### config.mk
export PLATFORM = sky130hd
export DESIGN_NAME = sram_byte_bridge
export DESIGN_NICKNAME = d
export VERILOG_FILES = /design/src/rtl/sram_byte_bridge.sv
export SDC_FILE = /design/constraint.sdc
export NUM_CORES = 1
export LEC_CHECK = 0
export BUFFER_PORTS_ARGS = -buffer_cell sky130_fd_sc_hd__buf_2
export CAP_MARGIN = 20
export CORE_MARGIN = 1
export CORE_UTILIZATION = 25
export CTS_BUF_LIST = sky130_fd_sc_hd__clkbuf_8
export DETAILED_ROUTE_END_ITERATION = 10
export GPL_ROUTABILITY_DRIVEN = 1
export PLACE_DENSITY = 0.42
export SLEW_MARGIN = 40
export SYNTH_ARGS = -nofsm -noshare
export SYNTH_HDL_FRONTEND = slang
export SYNTH_SLANG_ARGS = --single-unit
### constraint.sdc
create_clock -name clk -period 2.65 [get_ports clk]
set_input_delay 0.53 -clock clk [delete_from_list [all_inputs] [get_ports clk]]
set_output_delay 0.53 -clock clk [all_outputs]
set_load 0.1 [all_outputs]
### src/rtl/sram_byte_bridge.sv
// -----------------------------------------------------------------------------
// sram_byte_bridge
//   Bridges the 8-bit soc_65xx external RAM bus onto the 16-bit sram
//   controller. CPU byte reads pick one lane of an SRAM word; byte writes are
//   done as read-modify-write. A one-word read cache serves repeated accesses
//   to the same word without an SRAM cycle and supplies the merge word for
//   write hits. Hung SRAM cycles are aborted after TIMEOUT strobe cycles.
//
// Parameters
//   BANK      upper SRAM word-address bits [17:16]
//   TIMEOUT   strobe cycles before an SRAM access is aborted (0 = never)
//   CACHE_EN  1 enables the one-word read cache
//
// Ports
//   clk              system clock (sram domain)
//   reset_n          asynchronous active-low reset
//   cpu_addr         CPU byte address
//   cpu_do           CPU write data
//   cpu_read         CPU read request level
//   cpu_write        CPU write request level (wins over cpu_read)
//   cpu_di           registered read data to the CPU
//   cpu_rdy          CPU ready, low stalls the CPU
//   sram_address     SRAM word address {BANK, 1'b0, cpu_addr[15:1]}
//   sram_data_write  SRAM write word
//   sram_data_read   SRAM read word, valid while sram_ready is high
//   sram_read        SRAM read strobe level
//   sram_write       SRAM write strobe level
//   sram_ready       one-cycle completion pulse from the sram controller
//   err              sticky timeout flag, cleared only by reset
// -----------------------------------------------------------------------------
module sram_byte_bridge #(
   parameter logic [1:0]  BANK     = 2'b00,
   parameter int unsigned TIMEOUT  = 255,
   parameter bit          CACHE_EN = 1'b1
) (
   input  logic        clk,
   input  logic        reset_n,
   input  logic [15:0] cpu_addr,
   input  logic [7:0]  cpu_do,
   input  logic        cpu_read,
   input  logic        cpu_write,
   output logic [7:0]  cpu_di,
   output logic        cpu_rdy,
   output logic [17:0] sram_address,
   output logic [15:0] sram_data_write,
   input  logic [15:0] sram_data_read,
   output logic        sram_read,
   output logic        sram_write,
   input  logic        sram_ready,
   output logic        err
);

   typedef enum logic [2:0] {IDLE, RD, RMW_RD, WR, DONE} state_t;

   // The counter holds the number of strobe cycles already spent; the access
   // is aborted on the edge that would bring it to TIMEOUT.
   localparam int unsigned      CW        = (TIMEOUT > 1) ? $clog2(TIMEOUT) : 1;
   localparam logic [CW-1:0]    TOUT_LAST = CW'(TIMEOUT - 1);

   state_t         state, state_nxt;
   logic [CW-1:0]  tout_cnt, tout_cnt_nxt;
   logic           lane, lane_nxt;          // byte lane captured at IDLE exit
   logic [7:0]     wr_byte, wr_byte_nxt;    // CPU write byte captured at IDLE exit
   logic [7:0]     cpu_di_nxt;
   logic [17:0]    sram_address_nxt;
   logic [15:0]    sram_data_write_nxt;
   logic           sram_read_nxt, sram_write_nxt, err_nxt;

   logic           cache_valid;
   logic [14:0]    cache_tag;
   logic [15:0]    cache_data;
   logic           cache_load;
   logic [15:0]    cache_load_data;

   logic           hit, strobe_done, tout;

   function automatic logic [7:0] sel_byte(input logic [15:0] word, input logic hi);
      return hi ? word[15:8] : word[7:0];
   endfunction

   function automatic logic [15:0] merge_byte(input logic [15:0] word, input logic hi,
                                              input logic [7:0] b);
      return hi ? {b, word[7:0]} : {word[15:8], b};
   endfunction

   assign hit         = CACHE_EN && cache_valid && (cache_tag == cpu_addr[15:1]);
   // A ready pulse only counts while our own strobe is up.
   assign strobe_done = sram_ready && (sram_read || sram_write);
   assign tout        = (TIMEOUT != 0) && (tout_cnt == TOUT_LAST);

   // NOTE: every signal written here gets a default first, so no path leaves
   // one unassigned and no latch is inferred.
   always_comb begin
      state_nxt           = state;
      tout_cnt_nxt        = tout_cnt;
      lane_nxt            = lane;
      wr_byte_nxt         = wr_byte;
      cpu_di_nxt          = cpu_di;
      sram_address_nxt    = sram_address;
      sram_data_write_nxt = sram_data_write;
      sram_read_nxt       = sram_read;
      sram_write_nxt      = sram_write;
      err_nxt             = err;
      cache_load          = 1'b0;
      cache_load_data     = sram_data_write;
      cpu_rdy             = 1'b0;

      case (state)
         IDLE: begin
            cpu_rdy = ~cpu_write & ~(cpu_read & ~hit);
            if (cpu_write || (cpu_read && !hit)) begin
               sram_address_nxt = {BANK, 1'b0, cpu_addr[15:1]};
               lane_nxt         = cpu_addr[0];
               wr_byte_nxt      = cpu_do;
               tout_cnt_nxt     = '0;
            end
            if (cpu_write) begin
               if (hit) begin
                  sram_data_write_nxt = merge_byte(cache_data, cpu_addr[0], cpu_do);
                  sram_write_nxt      = 1'b1;
                  state_nxt           = WR;
               end else begin
                  sram_read_nxt = 1'b1;
                  state_nxt     = RMW_RD;
               end
            end else if (cpu_read) begin
               if (hit) begin
                  cpu_di_nxt = sel_byte(cache_data, cpu_addr[0]);
               end else begin
                  sram_read_nxt = 1'b1;
                  state_nxt     = RD;
               end
            end
         end

         RD, RMW_RD, WR: begin
            if (strobe_done) begin
               sram_read_nxt  = 1'b0;
               sram_write_nxt = 1'b0;
               state_nxt      = DONE;
               if (state == RD) begin
                  cpu_di_nxt      = sel_byte(sram_data_read, lane);
                  cache_load      = 1'b1;
                  cache_load_data = sram_data_read;
               end else if (state == RMW_RD) begin
                  sram_data_write_nxt = merge_byte(sram_data_read, lane, wr_byte);
                  sram_write_nxt      = 1'b1;
                  tout_cnt_nxt        = '0;
                  state_nxt           = WR;
               end else begin
                  cache_load = 1'b1;       // write-through with allocate
               end
            end else if (tout) begin
               sram_read_nxt  = 1'b0;
               sram_write_nxt = 1'b0;
               err_nxt        = 1'b1;
               cpu_di_nxt     = 8'hFF;
               state_nxt      = DONE;
            end else begin
               tout_cnt_nxt = tout_cnt + CW'(1);
            end
         end

         DONE: begin
            cpu_rdy   = 1'b1;
            state_nxt = IDLE;
         end

         default: state_nxt = IDLE;
      endcase
   end

   // NOTE: sequential state uses non-blocking assignments so every flop
   // samples its input from before the edge, independent of block order.
   always_ff @(posedge clk or negedge reset_n) begin
      if (!reset_n) begin
         state           <= IDLE;
         tout_cnt        <= '0;
         lane            <= 1'b0;
         wr_byte         <= 8'h00;
         cpu_di          <= 8'h00;
         sram_address    <= '0;
         sram_data_write <= '0;
         sram_read       <= 1'b0;
         sram_write      <= 1'b0;
         err             <= 1'b0;
         cache_valid     <= 1'b0;
      end else begin
         state           <= state_nxt;
         tout_cnt        <= tout_cnt_nxt;
         lane            <= lane_nxt;
         wr_byte         <= wr_byte_nxt;
         cpu_di          <= cpu_di_nxt;
         sram_address    <= sram_address_nxt;
         sram_data_write <= sram_data_write_nxt;
         sram_read       <= sram_read_nxt;
         sram_write      <= sram_write_nxt;
         err             <= err_nxt;
         if (cache_load) cache_valid <= 1'b1;
      end
   end

   // NOTE: cache tag/data are storage qualified by cache_valid, so they carry
   // no reset; only the valid bit must come up cleared.
   always_ff @(posedge clk) begin
      if (cache_load) begin
         cache_tag  <= sram_address[14:0];
         cache_data <= cache_load_data;
      end
   end

endmodule

# ---- Word level (Yosys, flattened, before mapping)
# Index checks and enable logic that the tools add are counted.
# Widths: inputs -> output; s select.
dict set report word_totals {
  regBits 94
  latchBits 0
  ramBits 0
  romBits 0
  inputBits 45
  output_inout_bits 46
  word_cells 110
  memories 0
}
dict set report classes {
  addsub 1
  mul 0
  n_div 0
  order_cmp 0
  n_eq_ne 21
  shifts 0
  mux 52
  bitwise 6
  reduce_logical 17
}
# operator count
set op_table {}
lappend op_table {{$mux 16} 10}
lappend op_table {{$mux 8} 13}
lappend op_table {{$pmux 16 s2} 1}
lappend op_table {{$pmux 8 s2} 2}
lappend op_table {{$mux 3} 7}
lappend op_table {{$ne 3x3->1 const B} 7}
lappend op_table {{$ne 2x2->1 const B} 8}
lappend op_table {{$eq 15x15->1} 1}
lappend op_table {{$mux 1} 15}
lappend op_table {{$reduce_and 6->1} 2}
lappend op_table {{$reduce_and 3->1} 3}
lappend op_table {{$add 8x1->8 const B} 1}
lappend op_table {{$eq 8x8->1 const B} 1}
lappend op_table {{$eq 3x2->1 const B} 2}
lappend op_table {{$pmux 1 s2} 3}
lappend op_table {{$pmux 3 s2} 1}
lappend op_table {{$reduce_and 5->1} 1}
lappend op_table {{$not 1->1} 4}
lappend op_table {{$reduce_and 4->1} 1}
lappend op_table {{$eq 3x1->1 const B} 1}
lappend op_table {{$eq 3x3->1 const B} 1}
lappend op_table {{$logic_and 1x1->1} 3}
lappend op_table {{$logic_not 3->1} 1}
lappend op_table {{$reduce_or 3->1} 1}
lappend op_table {{other kinds (5)} 7}

# ---- Logic depth before layout (Yosys ltp)
dict set report depth {
  ltp_word 7
  ltp_mapped 8
  mapped_depth_nobuf 6
}

# ---- Least setup slack after synthesis
# OpenSTA, ideal clock, no wires.
dict set report synth_timing {
  path_kind {input -> output}
  start {input cpu_addr[14]}
  end {output cpu_rdy}
  arrival_time_ns 3.877
  t_required_ns 2.120
  slack_ns -1.757
  stages 6
  n_path_buf 1
  path_cell_list {xnor2_1 -> nand4_2 -> nor4_4 -> buf_2 -> o21ai_0 -> a21boi_0}
}
dict set report synth_between {
  elab_chain_len 7
}
# item line
set synth_rtl {}
lappend synth_rtl {{start: declaration} 38} ;# input logic [15:0] cpu_addr,
lappend synth_rtl {{$eq 15x15->1} 86} ;# assign hit = CACHE_EN && cache_valid && (cache_tag == cpu_addr[15:1]);
lappend synth_rtl {{$logic_and 1x1->1} 86}
lappend synth_rtl {{$not 1->1} 110} ;# cpu_rdy = ~cpu_write & ~(cpu_read & ~hit);
lappend synth_rtl {{$and 1x1->1} 110}
lappend synth_rtl {{$not 1->1} 110}
lappend synth_rtl {{$and 1x1->1} 110}
lappend synth_rtl {{$pmux 1 s2} 108} ;# case (state)
lappend synth_rtl {{end: declaration} 43} ;# output logic cpu_rdy,
# No other way between the ends.

# ---- Final worst setup path
dict set report layout_timing {
  start {register cache_tag[4]}
  end {output cpu_rdy}
}
dict set report layout_between {
  elab_chain_len 7
}
# item line
set layout_rtl {}
lappend layout_rtl {{start: declaration} 70} ;# logic [14:0] cache_tag;
lappend layout_rtl {{start signal: assignment} 207} ;# cache_tag <= sram_address[14:0];
lappend layout_rtl {{$eq 15x15->1} 86}
lappend layout_rtl {{$logic_and 1x1->1} 86}
lappend layout_rtl {{$not 1->1} 110}
lappend layout_rtl {{$and 1x1->1} 110}
lappend layout_rtl {{$not 1->1} 110}
lappend layout_rtl {{$and 1x1->1} 110}
lappend layout_rtl {{$pmux 1 s2} 108}
# No other way between the ends.

==> impl_results.md <==
- Status: complete, no violations
- Initial antenna violation count: 0
- Final HPWL DP: 11450 um
- Worst hold slack: 0.1559 ns
- Critical path, cell by cell: xnor2_2 -> nand4_1 -> nor4_4 -> o21ai_4 -> a21boi_4 -> buf_12
- Later-pin clock latency in the skew report: 0.39 ns
- Primary FF master, synth: dfrtp_1
- Num CTS Buffers: 9
- DR vias: 4725
- Main combinational cell family by area after synthesis: simple AND/OR/NAND/NOR gates
- Core box area: 20960 sq um
- Pin count of the biggest net entering global routing: 42
- Vias in the first global route: 4751
- Global placer's final weighted congestion: 0.7886
- Starting density of the core: 25.45%
- Post-synthesis simple-gate area fraction: 18.77%
- Adder-cell share of the synthesized area: 0.4692%
- Unrepaired setup endpoints after global routing: true
- Final Power: 8.886 mW
- Cell Rows: 53
- Largest area contributor in the netlist: dfrtp_1
- Worst reg2reg path depth: 6
- Post-layout util: 31.02%
- Synth cell count leaders: nand3_1, nand2_1, dfrtp_1, mux2i_1
- P per Cell Area: 1367 nW/um^2
- Startpoint Class: flip-flop
- Req. time, crit path: 2.12 ns
- Fin crit share: 97.17%
- Cells after DPL: 907
- Crit Path Max Fanout: 2
- Max Transition Viols Final: 0
- DR WL/cell: 18.22 um
- CP endpoint kind: output pin
- Netlist cell types: 47
- Die ar.: 21920 sq um
- Multiplexer area fraction after synthesis: 9.782%
- Port Buffers: 87
- CTS Hold Bufs: 0
- Top-area cell type share of the netlist area: 29.56%
- Worst Path Arrival: 2.04 ns
- Worst vdd ir: 484.9 uV
- Share of cells above drive strength 1: 24.92%
- First-iteration detailed-routing DRC count: 316
- Post-Layout Cell Count: 925
- Worst slew margin: 44.57%
- Synth Area in Compound Gates: 16.21%
- Setup Viol. Count Final: 0
- Least-Margin Pin Slew: 0.8228 ns
- Cell Area, Synth: 5334 sq um
- Total of max-cap violations: 0
- Tot GR Track Use: 15.92%
- Post-route DRC: 0
- Leakage: 2.784 nW
- Wire length of the first global-routing pass: 26560 um
- Sinks on Clock Net: 94
- Cell count after synthesis: 557
- CP max-delay cell: edfxtp_1
- Routed Antenna Nets: 0
- Gr ovfl total: 0
- CTS Root Buffer Type: clkbuf_8
- Clock transition at the registers of the reported paths: 0.10 ns
- DRT Wirelength: 16850 um
- Asr flop ratio synth: 67.02%
- CTS tree: yes
- First-pass detailed-route iteration total: 5
- Worst path bufs/invs: 1
- Top Family by Delay on Critical Path: simple AND/OR/NAND/NOR gates
- Die W: 148.1 um
- Count leader, synth: nand3_1
- Area delta synth->final: 21.86%
- # diodes: 0
- Final hold vios: 0
- Syn Area/Cell: 9.576 sq um
- Fin Setup TNS: 0 ns
- Avg Vias per Cell: 5.108
- Setup CP Type: reg -> out
- I/O Pins: 91
- Tmin final: 2.575 ns
- CTS Buffer Depth: 2
- Worst path max stage delay: 0.42 ns
- Count of nets after finishing: 692
- Synth area leaders: dfrtp_1, edfxtp_1, mux2i_1
- Synthesized flop and latch total: 94
- Worst Hold Class: in -> async
- Register area share after synthesis: 47.01%
- Post-synthesis xor/xnor area fraction: 2.463%
- Number of flops mapped to enable cells by yosys: 31
- Die H: 148.1 um
- Fmax: 388.4 MHz
- Yosys synthesis warning count: 0
- Stages on worst setup path: 6
- Post-Route Skew: 0.01650 ns
- H-tree levels: 3
[state kept, by name, indices dropped and copies added, names as in the netlist, 3 cells and up]
register / cells
tout_cnt: 8
cache_tag: 15
sram_address: 15
cpu_di: 8
wr_byte: 8
state: 3
cache_data: 16
sram_data_write: 16
[area by class of cell]
class                           count  area [sq um]
Multi-Input combinational cell    396          2675
Clock inverter                      6         30.03
Tap cell                          275         344.1
Sequential cell                    94          2507
Timing Repair Buffer              118         708.2
Inverter                           26         97.59
Clock buffer                       10         137.6
Fill cell                        2217         14460
[layout by cell type, fill, tap and decap left out, types with 4 or more instances in the layout]
master and n:
buf_2 86, nand3_1 74, nand2_1 66, dfrtp_1 63, mux2i_1 42, edfxtp_1 31
nor2_1 30, o21ai_0 29, buf_4 29, inv_1 28, a311o_1 15, xnor2_2 12
o211ai_1 11, a21oi_1 11, a222oi_1 11, nor2b_1 10, clkbuf_8 10, mux2_2 9
a221oi_1 8, a22oi_1 7, nand4_1 6, and3_1 6, a211oi_1 6, a31oi_1 4
[routing by layer]
metal / track usage (%) / vias up / wire, um
met4: 6.959 / 0 / 295
met1: 21.41 / 2367 / 7921
li1: - / 2219 / -
met3: 2.454 / 16 / 652
met5: 0 / - / 0
met2: 25.28 / 123 / 7980
[per-stage QoR]
stage                     setup WS [ns]  cell area [sq um]
after floorplan                -0.06158               5415
after global placement           0.1442               6272
after detailed placement         0.1280               6272
after CTS                      0.009282               6462
after global routing           -0.03673               6500
final                           0.07503               6500
[worst reg2reg max path, delay by kind of cell, from the launching register on]
kind	cells	cell delay (ns)
AND/OR/NAND/NOR	2	0.53
multiplexers	1	0.40
buffers and inverters	1	0.20
XOR/XNOR	1	0.20
AO/OA/AOI/OAI	1	0.39
flip-flops	1	0.44
[worst paths after layout]
path | from | to | slack, ns
setup / recovery | cache_tag[4] | cpu_rdy | 0.08
hold / removal | reset_n | cpu_di[4] | 0.16
hold reg to reg | err | err | 0.49
min in group clk | cpu_do[0] | wr_byte[0] | 0.46
setup reg to reg | cache_tag[10] | cpu_di[5] | 0.38
max in group asynchronous | reset_n | cache_valid | 1.81
[power breakdown]
group          total, mW  leakage [nW]  switching, mW  internal, mW
clock              0.896        0.0944          0.540         0.356
sequential          2.67         0.999          0.509          2.16
combinational       5.32          1.69           3.91          1.41
[logic make-up (layout without fill, tap and decap cells)]
kind of cell	Yosys count	in the layout
and+or+nand+nor	208	208
AOI/OAI and AO/OA	117	117
DFF	94	94
xor gates and xnor gates	15	15
adders and majority gates	2	2
other	1	3
muxes	51	51
buffers and inverters	69	160
[timing repair]
| action | 4_1_cts | 5_1_grt |
|---|---|---|
| pin swaps | 2 | 6 |
| gates resized for setup | 2 | 4 |
| buffers inserted | 1 | 1 |
| setup endpoints to repair | 1 | 1 |
No activity file was read; power rests on OpenSTA's default activity.
